$ cat src/rtl/crossbar_rr_switch.sv
// crossbar_rr_switch: N x M packet crossbar with a registered slot and a round-robin arbiter per output,
// plus a per-input destination mask; denied packets are consumed, dropped and counted.
module crossbar_rr_switch #(
    parameter int N  = 4,
    parameter int M  = 4,
    parameter int DW = 32,
    localparam int DESTW = $clog2(M),
    localparam int SRCW  = $clog2(N)
) (
    input  logic              clk,
    input  logic              rst,
    input  logic [N-1:0]      in_valid,
    input  logic [N*DESTW-1:0] in_dest,
    input  logic [N*DW-1:0]   in_data,
    output logic [N-1:0]      in_ready,
    output logic [M-1:0]      out_valid,
    output logic [M*DW-1:0]   out_data,
    output logic [M*SRCW-1:0] out_src,
    input  logic [M-1:0]      out_ready,
    input  logic              cfg_we,
    input  logic [SRCW-1:0]   cfg_idx,
    input  logic [M-1:0]      cfg_mask,
    output logic [N-1:0]      deny,
    output logic [15:0]       deny_cnt
);
    logic [M-1:0]      mask_q [N];
    logic [SRCW-1:0]   ptr_q [M];
    logic [M-1:0]      out_valid_q;
    logic [M*DW-1:0]   out_data_q;
    logic [M*SRCW-1:0] out_src_q;
    logic [N-1:0]      deny_q;
    logic [15:0]       deny_cnt_q;
    logic [16:0]       cnt_sum_d;
    logic [N-1:0]      allowed, denied;
    logic [M-1:0]      free, grant;
    logic [SRCW-1:0]   win [M];
    logic [SRCW-1:0]   idx;

    assign free      = ~out_valid_q | out_ready;
    assign cnt_sum_d = {1'b0, deny_cnt_q} + 17'($countones(denied));

    always_comb begin
        for (int i = 0; i < N; i++) begin
            allowed[i] = int'(in_dest[i*DESTW +: DESTW]) < M && mask_q[i][in_dest[i*DESTW +: DESTW]];
            denied[i]  = in_valid[i] && !allowed[i];
        end
    end

    // Denied packets are consumed immediately so a blocked input never stalls.
    always_comb begin
        grant    = '0;
        in_ready = denied;
        idx      = '0;
        for (int j = 0; j < M; j++) begin
            win[j] = '0;
            for (int k = 0; k < N; k++) begin
                idx = SRCW'((int'(ptr_q[j]) + k) % N);
                if (free[j] && !grant[j] && in_valid[idx] && allowed[idx] &&
                    int'(in_dest[idx*DESTW +: DESTW]) == j) begin
                    grant[j] = 1'b1;
                    win[j]   = idx;
                end
            end
            if (grant[j]) in_ready[win[j]] = 1'b1;
        end
    end

    always_ff @(posedge clk or posedge rst) begin
        if (rst) begin
            for (int i = 0; i < N; i++) mask_q[i] <= '1;
            for (int j = 0; j < M; j++) ptr_q[j] <= '0;
            out_valid_q <= '0;
            out_data_q  <= '0;
            out_src_q   <= '0;
            deny_q      <= '0;
            deny_cnt_q  <= '0;
        end else begin
            if (cfg_we && int'(cfg_idx) < N) mask_q[cfg_idx] <= cfg_mask;
            for (int j = 0; j < M; j++) begin
                if (grant[j]) begin
                    out_valid_q[j]              <= 1'b1;
                    out_data_q[j*DW +: DW]      <= in_data[win[j]*DW +: DW];
                    out_src_q[j*SRCW +: SRCW]   <= win[j];
                    ptr_q[j]                    <= SRCW'((int'(win[j]) + 1) % N);
                end else if (out_ready[j]) begin
                    out_valid_q[j] <= 1'b0;
                end
            end
            deny_q     <= denied;
            deny_cnt_q <= cnt_sum_d[16] ? 16'hFFFF : cnt_sum_d[15:0];
        end
    end

    assign out_valid = out_valid_q;
    assign out_data  = out_data_q;
    assign out_src   = out_src_q;
    assign deny      = deny_q;
    assign deny_cnt  = deny_cnt_q;
endmodule
$ cat config.mk
export PLATFORM = sky130hd
export DESIGN_NAME = crossbar_rr_switch
export DESIGN_NICKNAME = d
export VERILOG_FILES = /design/src/rtl/crossbar_rr_switch.sv
export SDC_FILE = /design/constraint.sdc
export NUM_CORES = 1
export LEC_CHECK = 0
export CAP_MARGIN = 0
export CORE_ASPECT_RATIO = 1.2
export CORE_UTILIZATION = 29
export DETAILED_ROUTE_END_ITERATION = 8
export PLACE_DENSITY_LB_ADDON = 0.3
export SETUP_SLACK_MARGIN = 0.4
export SLEW_MARGIN = 5
export SYNTH_ARGS = -nofsm -noshare
export SYNTH_HDL_FRONTEND = slang
export SYNTH_SLANG_ARGS = --single-unit
export TNS_END_PERCENT = 20
$ cat constraint.sdc
create_clock -name clk -period 19.4 [get_ports clk]
set_clock_uncertainty 0.2 [all_clocks]
set_input_delay 3.88 -clock clk [delete_from_list [all_inputs] [get_ports clk]]
set_output_delay 3.88 -clock clk [all_outputs]
set_load 0.005 [all_outputs]
==> impl_results.md, run 1 <==
* Fin nets at approximately 1600
* Crit-path slowest cell: and2_2
* Slew @ Worst Pin at 1.08 ns
* Min Tclk post-route at approximately 12 ns
* Number of fill cells at slightly below 4000
* Syn Inst Count at between 1000 and 1500
* Total Routing Usage GR at between 20% and 30%
* Critical path's most frequent cell: clkdlybuf4s50_1
* Synth Cell Area at 11500 µm²
* Final Power at between 2000 and 2500 µW
* Hold buffer count at CTS at 0
* Worst-Skew Late Latency at between 0.4 and 0.5 ns
* Die area at between 40000 and 50000 µm²
* Layout cells sized above 1 at between 10% and 20%
* Routed wire length at 44000 µm
* TritonRoute pass-1 iters at 5
* Pre-CTS WS at 7.42 ns
* R2r startpoint: mask_q[15]$_DFFE_PP1P_
* Io pins at about 320
* Iteration-0 DRC Markers at between 700 and 800
* Clk slew on worst S/H paths at 0.08 ns
* Number of max-cap violations at 0
* Final worst slack at about 7.4 ns
* Most frequent cells in the layout: 316 x clkdlybuf4s50_1, 168 x dfrtp_1, 161 x mux2i_1
* Final setup violation count at 0
* TNS Setup at 0 ns
* Worst Hold Class: reg2reg
* Initial Utilization at between 20% and 30%
* Post-CTS Setup Bufs at 0
* Area leader, netlist: dfrtp_1
* Largest net degree at the start of global routing at 123
* DIE HEIGHT at 220 µm
* Fraction of the yosys area taken by sequential cells at between 40 and 50%
* Flops & latches, synth at around 180
* CTS tree: done
* Top cells by area, synth: dfrtp_1 36%, mux2i_1 14%, a221oi_1 7.2%
* Clock sinks at 184
* Peak supply drop at approximately 0.000064 V
* Fin cells at a little under 2000
* Mapped Nets at 1325
* CORE AREA at 38900 µm²
* Via density at about 5.4
* Initial antenna violation count at 4
* Placed Cells at roughly 1900
* Slew Viols, Final at 0
* H-tree Lvls at 4
* Fmax at 0.0830 GHz
* Clock buffer depth at 2
* Worst setup SP type: input port
* Warnings from Yosys at 0
* Avg Inst Size Synth at approximately 10 µm²
* Avg WL per Cell at around 23 µm
* TritonCTS Buffers at 17
* Commonest non-fill, non-tap cell in the layout: clkdlybuf4s50_1
* DRC at 0
* Min-delay src: out_src[5]$_DFFE_PP0N_
* Worst rel slew slack at 27.7%
* Resized cells post-CTS at 0
* Post-synth EDFFs at 0
* DRT antenna net count at 0
* Most used DFF post-synth: dfrtp_1
* CP Max Fanout at 37
* Vias in the first global route at roughly 11000
* PortBufs at ~320
* Root Buffer: clkbuf_16
* CP arrival at about 8 ns
* Setup CP Type: in2out
* WHS Path Cells at 2
* Endpoints failing hold at 0
* RSZ-0062 raised after global routing: no
* First-pass GRT wire length at 66200 µm
* Synth async-reset ratio at between 90% and 100%
* Status: finished clean
* Multi-input gate area in the final layout at approximately 6500 µm²
* HPWL Detailed at between 20000 and 30000 µm
* Critical path data required time at 15.32 ns
* CP endpoint kind: output port
* Final core occ at between 40% and 50%
* P_leak at between 0.006 and 0.007 µW
* Hold Path End: out_src[5]$_DFFE_PP0N_
* Setup slack, reg-to-reg at 15.30 ns
* Std-Cell Rows at slightly below 80
* P&R area growth vs syn at 36.5%
* Synth top area share at 36.4%
* RD Place Congestion at about 0.83
* Reg2Reg Depth at 8
* Sequential cell area at 4620 µm²
* Via count at 10600
* Synth unique cells at 69
* Worst-path cell chain: clkdlybuf4s50_1 > nor2b_1 > nor2_1 > o311ai_1 > o21bai_4 > buf_4 > and2_2 > a221o_1 > clkdlybuf4s50_1
* Reg-to-reg endpoint: out_data[106]$_DFFE_PP0N_
* Tcrit/Tclk final at just over 60%
* Power Density at approximately 140 nW/µm²
* Gr ovfl total at 0
* CP peak stage delay at between 0.8 and 0.9 ns
* Die Span X at roughly 180 µm
## report_power, final
group	internal [µW]	switching, µW	leakage, µW	total, µW
combinational	547	509	0.00395	1060
sequential	560	144	0.00214	703
clock	199	172	0.000285	372
total	1310	825	0.00637	2130
## how the worst max path moves through the flow
stage                      start          end  depth (start not counted)
floorplan             in_dest[6]  in_ready[0]                         12
global placement    out_ready[0]  in_ready[0]                          9
detailed placement  out_ready[0]  in_ready[0]                          9
CTS                 out_ready[0]  in_ready[0]                          9
global route        out_ready[0]  in_ready[0]                          9
finish              out_ready[0]  in_ready[0]                          9
## kinds of logic (layout without fill, tap and decap cells)
logic type / count (synthesis) / count (layout) / synth area share, %
xor gates and xnor gates: 9 / 9 / 0.683
buffers and inverters: 117 / 389 / 4.59
muxes: 219 / 219 / 20.1
DFF: 184 / 184 / 40.1
AOI/OAI and AO/OA: 279 / 279 / 18.7
adders and majority gates: 16 / 16 / 1.93
and+or+nand+nor: 332 / 332 / 13.9
other: 0 / 2 / 0
## area by class of cell
type,instances,share of cell area [%]
tap,526,4.18
clock buffer,21,2.92
multi-input combinational,855,41.2
timing repair buffer,330,20.7
antenna,2,0.0318
clock inverter,11,0.866
inverter,27,0.691
sequential,184,29.4
## per-stage QoR
stage | hold WS, ns | instance area, µm²
CTS | 0.283 | 15700
detailed placement | 0.263 | 15100
global route | 0.336 | 15800
finish | 0.281 | 15800
global placement | 0.260 | 15100
floorplan | 0.267 | 11500
## cells in the mapped netlist (5+ instances only)
cell type and n:
dfrtp_1 168, mux2i_1 161, nor2_1 121, a221oi_1 95
nand2_1 95, clkbuf_1 58, mux2_2 53, and2_1 35
a31oi_1 33, o22ai_1 32, inv_1 27, buf_2 25
a211oi_1 23, a21oi_1 23, o21ai_0 19, dfstp_2 16
nand3_1 16, nor2b_1 14, ha_1 13, a211oi_2 10
a221o_1 9, and3_1 6, and4b_1 6, mux4_2 5
nand2b_1 5, nand4_1 5, xnor2_1 5
## flip-flops by register name (all words and copies together) (netlist names)
| signal | cells |
|---|---|
| deny | 4 |
| out_data | 128 |
| ptr_q | 8 |
| mask_q | 16 |
| out_valid | 4 |
| deny_cnt | 16 |
| out_src | 8 |
## critical path, delay by kind of cell
kind,cells,cell delay [ns]
and+or+nand+nor,3,1.72
buffers and inverters,3,1.44
AOI/OAI and AO/OA,3,0.86
## metal layers
metal  part of all wire, %  GRT usage (%)
met1                    41           26.0
met2                    50           37.3
met3                   6.8           5.43
met4                   2.2           7.53
met5                 0.030              0
Power figures use the tool's default switching activity.
==> inputs of run 2 (changes only) <==
clock period = 10.7 ns   (was 19.4 ns; I/O delays follow)
==> impl_results.md, run 2 (synthesis results as in run 1) <==
* Via density at 5.48
* Number of max-cap violations at 0
* Setup CP Type: in2out
* Clock power frac at between 15 and 20%
* Via count at approximately 11000
* CP endpoint kind: output port
* Worst rel slew slack at 27.1%
* Die area at 40600 µm²
* Sw frac at 39.1%
* RSZ-0062 raised after global routing: no
* DIE HEIGHT at approximately 220 µm
* Slew Viols, Final at 0
* Clock sinks at approximately 180
* Post-CTS Setup Bufs at 0
* Vias in the first global route at 10900
* Tcrit/Tclk final at 79.9%
* Pre-CTS WS at roughly 2.2 ns
* CORE AREA at 38900 µm²
* Hold buffer count at CTS at 0
* Worst-path cell chain: clkdlybuf4s50_1 > and4bb_4 > mux2i_1 > nor2_1 > o311ai_1 > o21bai_4 > buf_4 > and2_2 > a221o_1 > clkdlybuf4s50_1
* Status: finished clean
* CP peak stage delay at ~0.86 ns
* Worst setup SP type: input port
* Crit-path slowest cell: and2_2
* Fin area at 15800 µm²
* Worst-Skew Late Latency at 0.47 ns
* Final setup violation count at 0
* Flop pwr share at about a third
* Max reg flops at roughly 130
* Initial antenna violation count at 4
* First-pass GRT wire length at about 66000 µm
* Min Tclk post-route at between 8 and 9 ns
* Most frequent cells in the layout: 316 x clkdlybuf4s50_1, 168 x dfrtp_1, 161 x mux2i_1
* Clock buffer depth at 2
* Root Buffer: clkbuf_16
* Fmax at between 0.1 and 0.15 GHz
* Critical path's most frequent cell: clkdlybuf4s50_1
* Internal power at between 2000 and 2500 µW
* Largest net degree at the start of global routing at 66
* Routed wire length at ~44000 µm
* Critical path data required time at ~8.4 ns
* TritonRoute pass-1 iters at 5
* CP Max Fanout at 37
* Worst Hold Class: reg2reg
* Dpl cell area at between 15000 and 20000 µm²
* Total Routing Usage GR at roughly 22%
* Endpoints failing hold at 0
* DRT antenna net count at 0
* TritonCTS Buffers at 17
* Resized cells post-CTS at 0
* Family with the most delay on the worst path: buffers and inverters
* Fin nets at around 1600
* Std-Cell Rows at 79
* H-tree Lvls at 4
* P&R area growth vs syn at 36.6%
* HPWL Detailed at just under 30000 µm
* Layout cells sized above 1 at 11.0%
* PortBufs at about 320
* Iteration-0 DRC Markers at 816
* DRC at 0
* Initial Utilization at between 20% and 30%
* CP arrival at 6.21 ns
* Clk slew on worst S/H paths at ~0.080 ns
* CP bufs+invs at 3
* Number of fill cells at about 3900
* Power Density at 246 nW/µm²
* P_leak at around 0.0064 µW
* RD Place Congestion at roughly 0.81
* Commonest non-fill, non-tap cell in the layout: clkdlybuf4s50_1
* Gr ovfl total at 0
* Final worst slack at approximately 2.1 ns
* Avg WL per Cell at 22.6 µm
* Peak supply drop at between 0.0001 and 0.00015 V
* Slew @ Worst Pin at 1.09 ns
* CTS tree: done
* TNS Setup at 0 ns
* Die Span X at ~180 µm
* Io pins at about 320
* Psw at about 1500 µW
* Combinational power share at 50.0%
==> run 2: path summary, 6_finish.rpt <==
path / startpoint / to / slack (ns) / depth (start not counted)
worst max-delay path: in_dest[5] / in_ready[0] / 2.15 / 10
min in group asynchronous: rst / out_data[59]$_DFFE_PP0N_ / 1.90 / 2
worst max register to register: mask_q[15]$_DFFE_PP1P_ / out_data[121]$_DFFE_PP0N_ / 6.58 / 8
max in group asynchronous: rst / out_src[6]$_DFFE_PP0N_ / 7.09 / 3
worst min register to register: out_src[5]$_DFFE_PP0N_ / out_src[5]$_DFFE_PP0N_ / 0.28 / 2
worst min-delay path: out_src[5]$_DFFE_PP0N_ / out_src[5]$_DFFE_PP0N_ / 0.28 / 2
==> run 2: power groups by stage <==
stage | combinational (µW) | clock (µW) | sequential, µW
6_report | 1940 | 681 | 1260
4_1_cts | 1950 | 699 | 1260
5_1_grt | 2090 | 723 | 1290
3_5_place_dp | 1940 | 0 | 1270
2_1_floorplan | 969 | 0 | 1210
3_3_place_gp | 1910 | 0 | 1260
==> run 2: area by class of cell <==
cell class,instances,area [µm²],area share [%]
Antenna cell,2,5.00,0.0317
Clock buffer,17,425,2.70
Clock inverter,15,178,1.13
Inverter,27,109,0.691
Multi-Input combinational cell,855,6490,41.2
Sequential cell,184,4620,29.3
Tap cell,526,658,4.17
Timing Repair Buffer,331,3280,20.8
==> run 2: metrics by stage <==
step	instances	hold slack, ns	total power [µW]	utilization (%)
after floorplan	1156	0.267	2180	-
after global placement	1923	0.261	3170	38.9
after detailed placement	1923	0.267	3210	38.9
after CTS	1955	0.281	3910	40.5
after global routing	1957	0.313	4110	40.5
final	1957	0.278	3880	40.5
==> run 2: per-layer routing <==
metal / global-route usage [%] / routed length [µm] / vias to the layer above
met5: 0 / 23 / -
met3: 5.53 / 2910 / 73
met2: 37.4 / 21800 / 379
met4: 8.61 / 1240 / 4
met1: 25.6 / 18200 / 5388
li1: - / - / 4874
==> run 2: worst register-to-register path: stages, from the launching register on <==
cell	delay [ns]
dfstp_2	0.55
and4_1	0.34
mux2i_1	0.12
a32o_1	0.27
a221oi_1	0.29
nand2b_2	0.67
buf_4	0.45
and2_2	0.84
a31oi_1	0.21
==> inputs of run 3 (changes only) <==
clock period = 7.8 ns   (was 10.7 ns; I/O delays follow)
==> impl_results.md, run 3 (synthesis results as in run 1) <==
* Status: finished clean
* Dpl cell area at 15200 µm²
* TNS Setup at 0 ns
* CP bufs+invs at 3
* Combinational power share at around half
* HPWL Detailed at 30000 µm
* Worst-path cell chain: clkdlybuf4s50_1 > and4b_1 > a21oi_1 > nor2b_1 > nor2_1 > o221a_2 > inv_1 > ha_1 > a221o_1 > a21oi_1 > o21ai_0 > clkdlybuf4s50_1
* Psw at slightly above 2000 µW
* Clock power frac at about 18%
* Most frequent cells in the layout: 316 x clkdlybuf4s50_1, 168 x dfrtp_1, 161 x mux2i_1
* Die area at 40600 µm²
* Routed wire length at roughly 44000 µm
* CP peak stage delay at between 0.6 and 0.7 ns
* Via density at between 5 and 6
* Io pins at 317
* Clock buffer depth at 2
* Crit-path slowest cell: o221a_2
* TritonRoute pass-1 iters at 5
* Fin nets at ~1600
* Clk slew on worst S/H paths at 0.07 ns
* Worst-Skew Late Latency at ~0.46 ns
* DRC at 0
* TritonCTS Buffers at 17
* Sw frac at 38.4%
* Fmax at 0.151 GHz
* Commonest non-fill, non-tap cell in the layout: clkdlybuf4s50_1
* Hold buffer count at CTS at 0
* Setup CP Type: in2out
* Family with the most delay on the worst path: compound AO/OA/AOI/OAI gates
* P&R area growth vs syn at 36.9%
* Final Power at between 5000 and 6000 µW
* DRT antenna net count at 0
* Multi-input gate area in the final layout at ~6500 µm²
* Max reg flops at approximately 130
* PortBufs at 316
* Power Density at about 340 nW/µm²
* Number of max-cap violations at 0
* Gr ovfl total at 0
* Post-CTS Setup Bufs at 0
* Peak supply drop at 0.000191 V
* RSZ-0062 raised after global routing: no
* Resized cells post-CTS at 0
* Min Tclk post-route at approximately 6.6 ns
* P_leak at ~0.0064 µW
* First-pass GRT wire length at about 67000 µm
* Via count at roughly 11000
* Vias in the first global route at around 11000
* Std-Cell Rows at 79
* Tcrit/Tclk final at 85.1%
* CP endpoint kind: output port
* Layout cells sized above 1 at approximately 11%
* Slew Viols, Final at 0
* Flop pwr share at 32.3%
* Clock sinks at 184
* Critical path data required time at a little over 6 ns
* CTS tree: done
* Root Buffer: clkbuf_16
* CORE AREA at 38900 µm²
* Total Routing Usage GR at 21.9%
* Die Span X at between 150 and 200 µm
* DIE HEIGHT at ~220 µm
* Worst Hold Class: reg2reg
* Initial Utilization at between 20% and 30%
* CP Max Fanout at 22
* H-tree Lvls at 4
* Worst setup SP type: input port
* Initial antenna violation count at 3
* RD Place Congestion at 0.867
* CP arrival at ~4.9 ns
* Worst rel slew slack at 30.7%
* Slew @ Worst Pin at 1.04 ns
* Number of fill cells at between 3000 and 4000
* Final setup violation count at 0
* Largest net degree at the start of global routing at between 100 and 150
* Internal power at 3290 µW
* Fin area at roughly 16000 µm²
* Endpoints failing hold at 0
* Avg WL per Cell at 22.7 µm
* Sequential cell area at 4620 µm²
* Iteration-0 DRC Markers at 670
* Final core occ at 40.6%
-- run 3: worst min-delay path: stages (launching register included) --
cell and delay [ns]:
dfrtp_1 0.37, nand2_1 0.05, nand2_1 0.06
-- run 3: layer usage --
metal | share of wire (%) | vias to the layer above | GRT usage, % | routed length, µm
met4 | 3.3 | 4 | 9.53 | 1450
met1 | 42 | 5371 | 27.1 | 18700
li1 | - | 4902 | - | -
met2 | 49 | 389 | 36.8 | 21600
met3 | 6.1 | 71 | 4.66 | 2690
met5 | 0.061 | - | 0 | 27
-- run 3: final timing paths --
kind / from / to / slack, ns / cells past startpoint
setup / recovery: in_dest[3] / in_ready[1] / 1.16 / 12
hold / removal: out_src[4]$_DFFE_PP0N_ / out_src[4]$_DFFE_PP0N_ / 0.31 / 2
setup reg to reg: mask_q[15]$_DFFE_PP1P_ / out_data[117]$_DFFE_PP0N_ / 3.82 / 8
hold reg to reg: out_src[4]$_DFFE_PP0N_ / out_src[4]$_DFFE_PP0N_ / 0.31 / 2
max in group asynchronous: rst / deny_cnt[11]$_DFF_PP0_ / 4.42 / 3
min in group asynchronous: rst / out_data[124]$_DFFE_PP0N_ / 1.47 / 2
-- run 3: cell type report --
cell class	instances	share of cell area (%)
Sequential cell	184	29.3
Inverter	27	0.689
Timing Repair Buffer	334	20.9
Clock buffer	20	2.89
Clock inverter	12	1.01
Tap cell	526	4.17
Antenna cell	1	0.0158
Multi-Input combinational cell	855	41.1
-- run 3: power groups by stage --
stage,registers (µW),clock network [µW],logic (µW)
floorplan,1670,0,1330
global placement,1740,0,2640
detailed placement,1740,0,2670
CTS,1730,972,2680
global route,1780,1010,2880
finish,1720,945,2670
-- run 3: per-stage QoR --
step / setup WS [ns] / hold WS [ns] / instances
global placement: 1.23 / 0.310 / 1926
detailed placement: 1.19 / 0.283 / 1926
global route: 0.904 / 0.325 / 1959
finish: 1.16 / 0.314 / 1959
floorplan: 1.07 / 0.267 / 1156
CTS: 1.17 / 0.314 / 1958
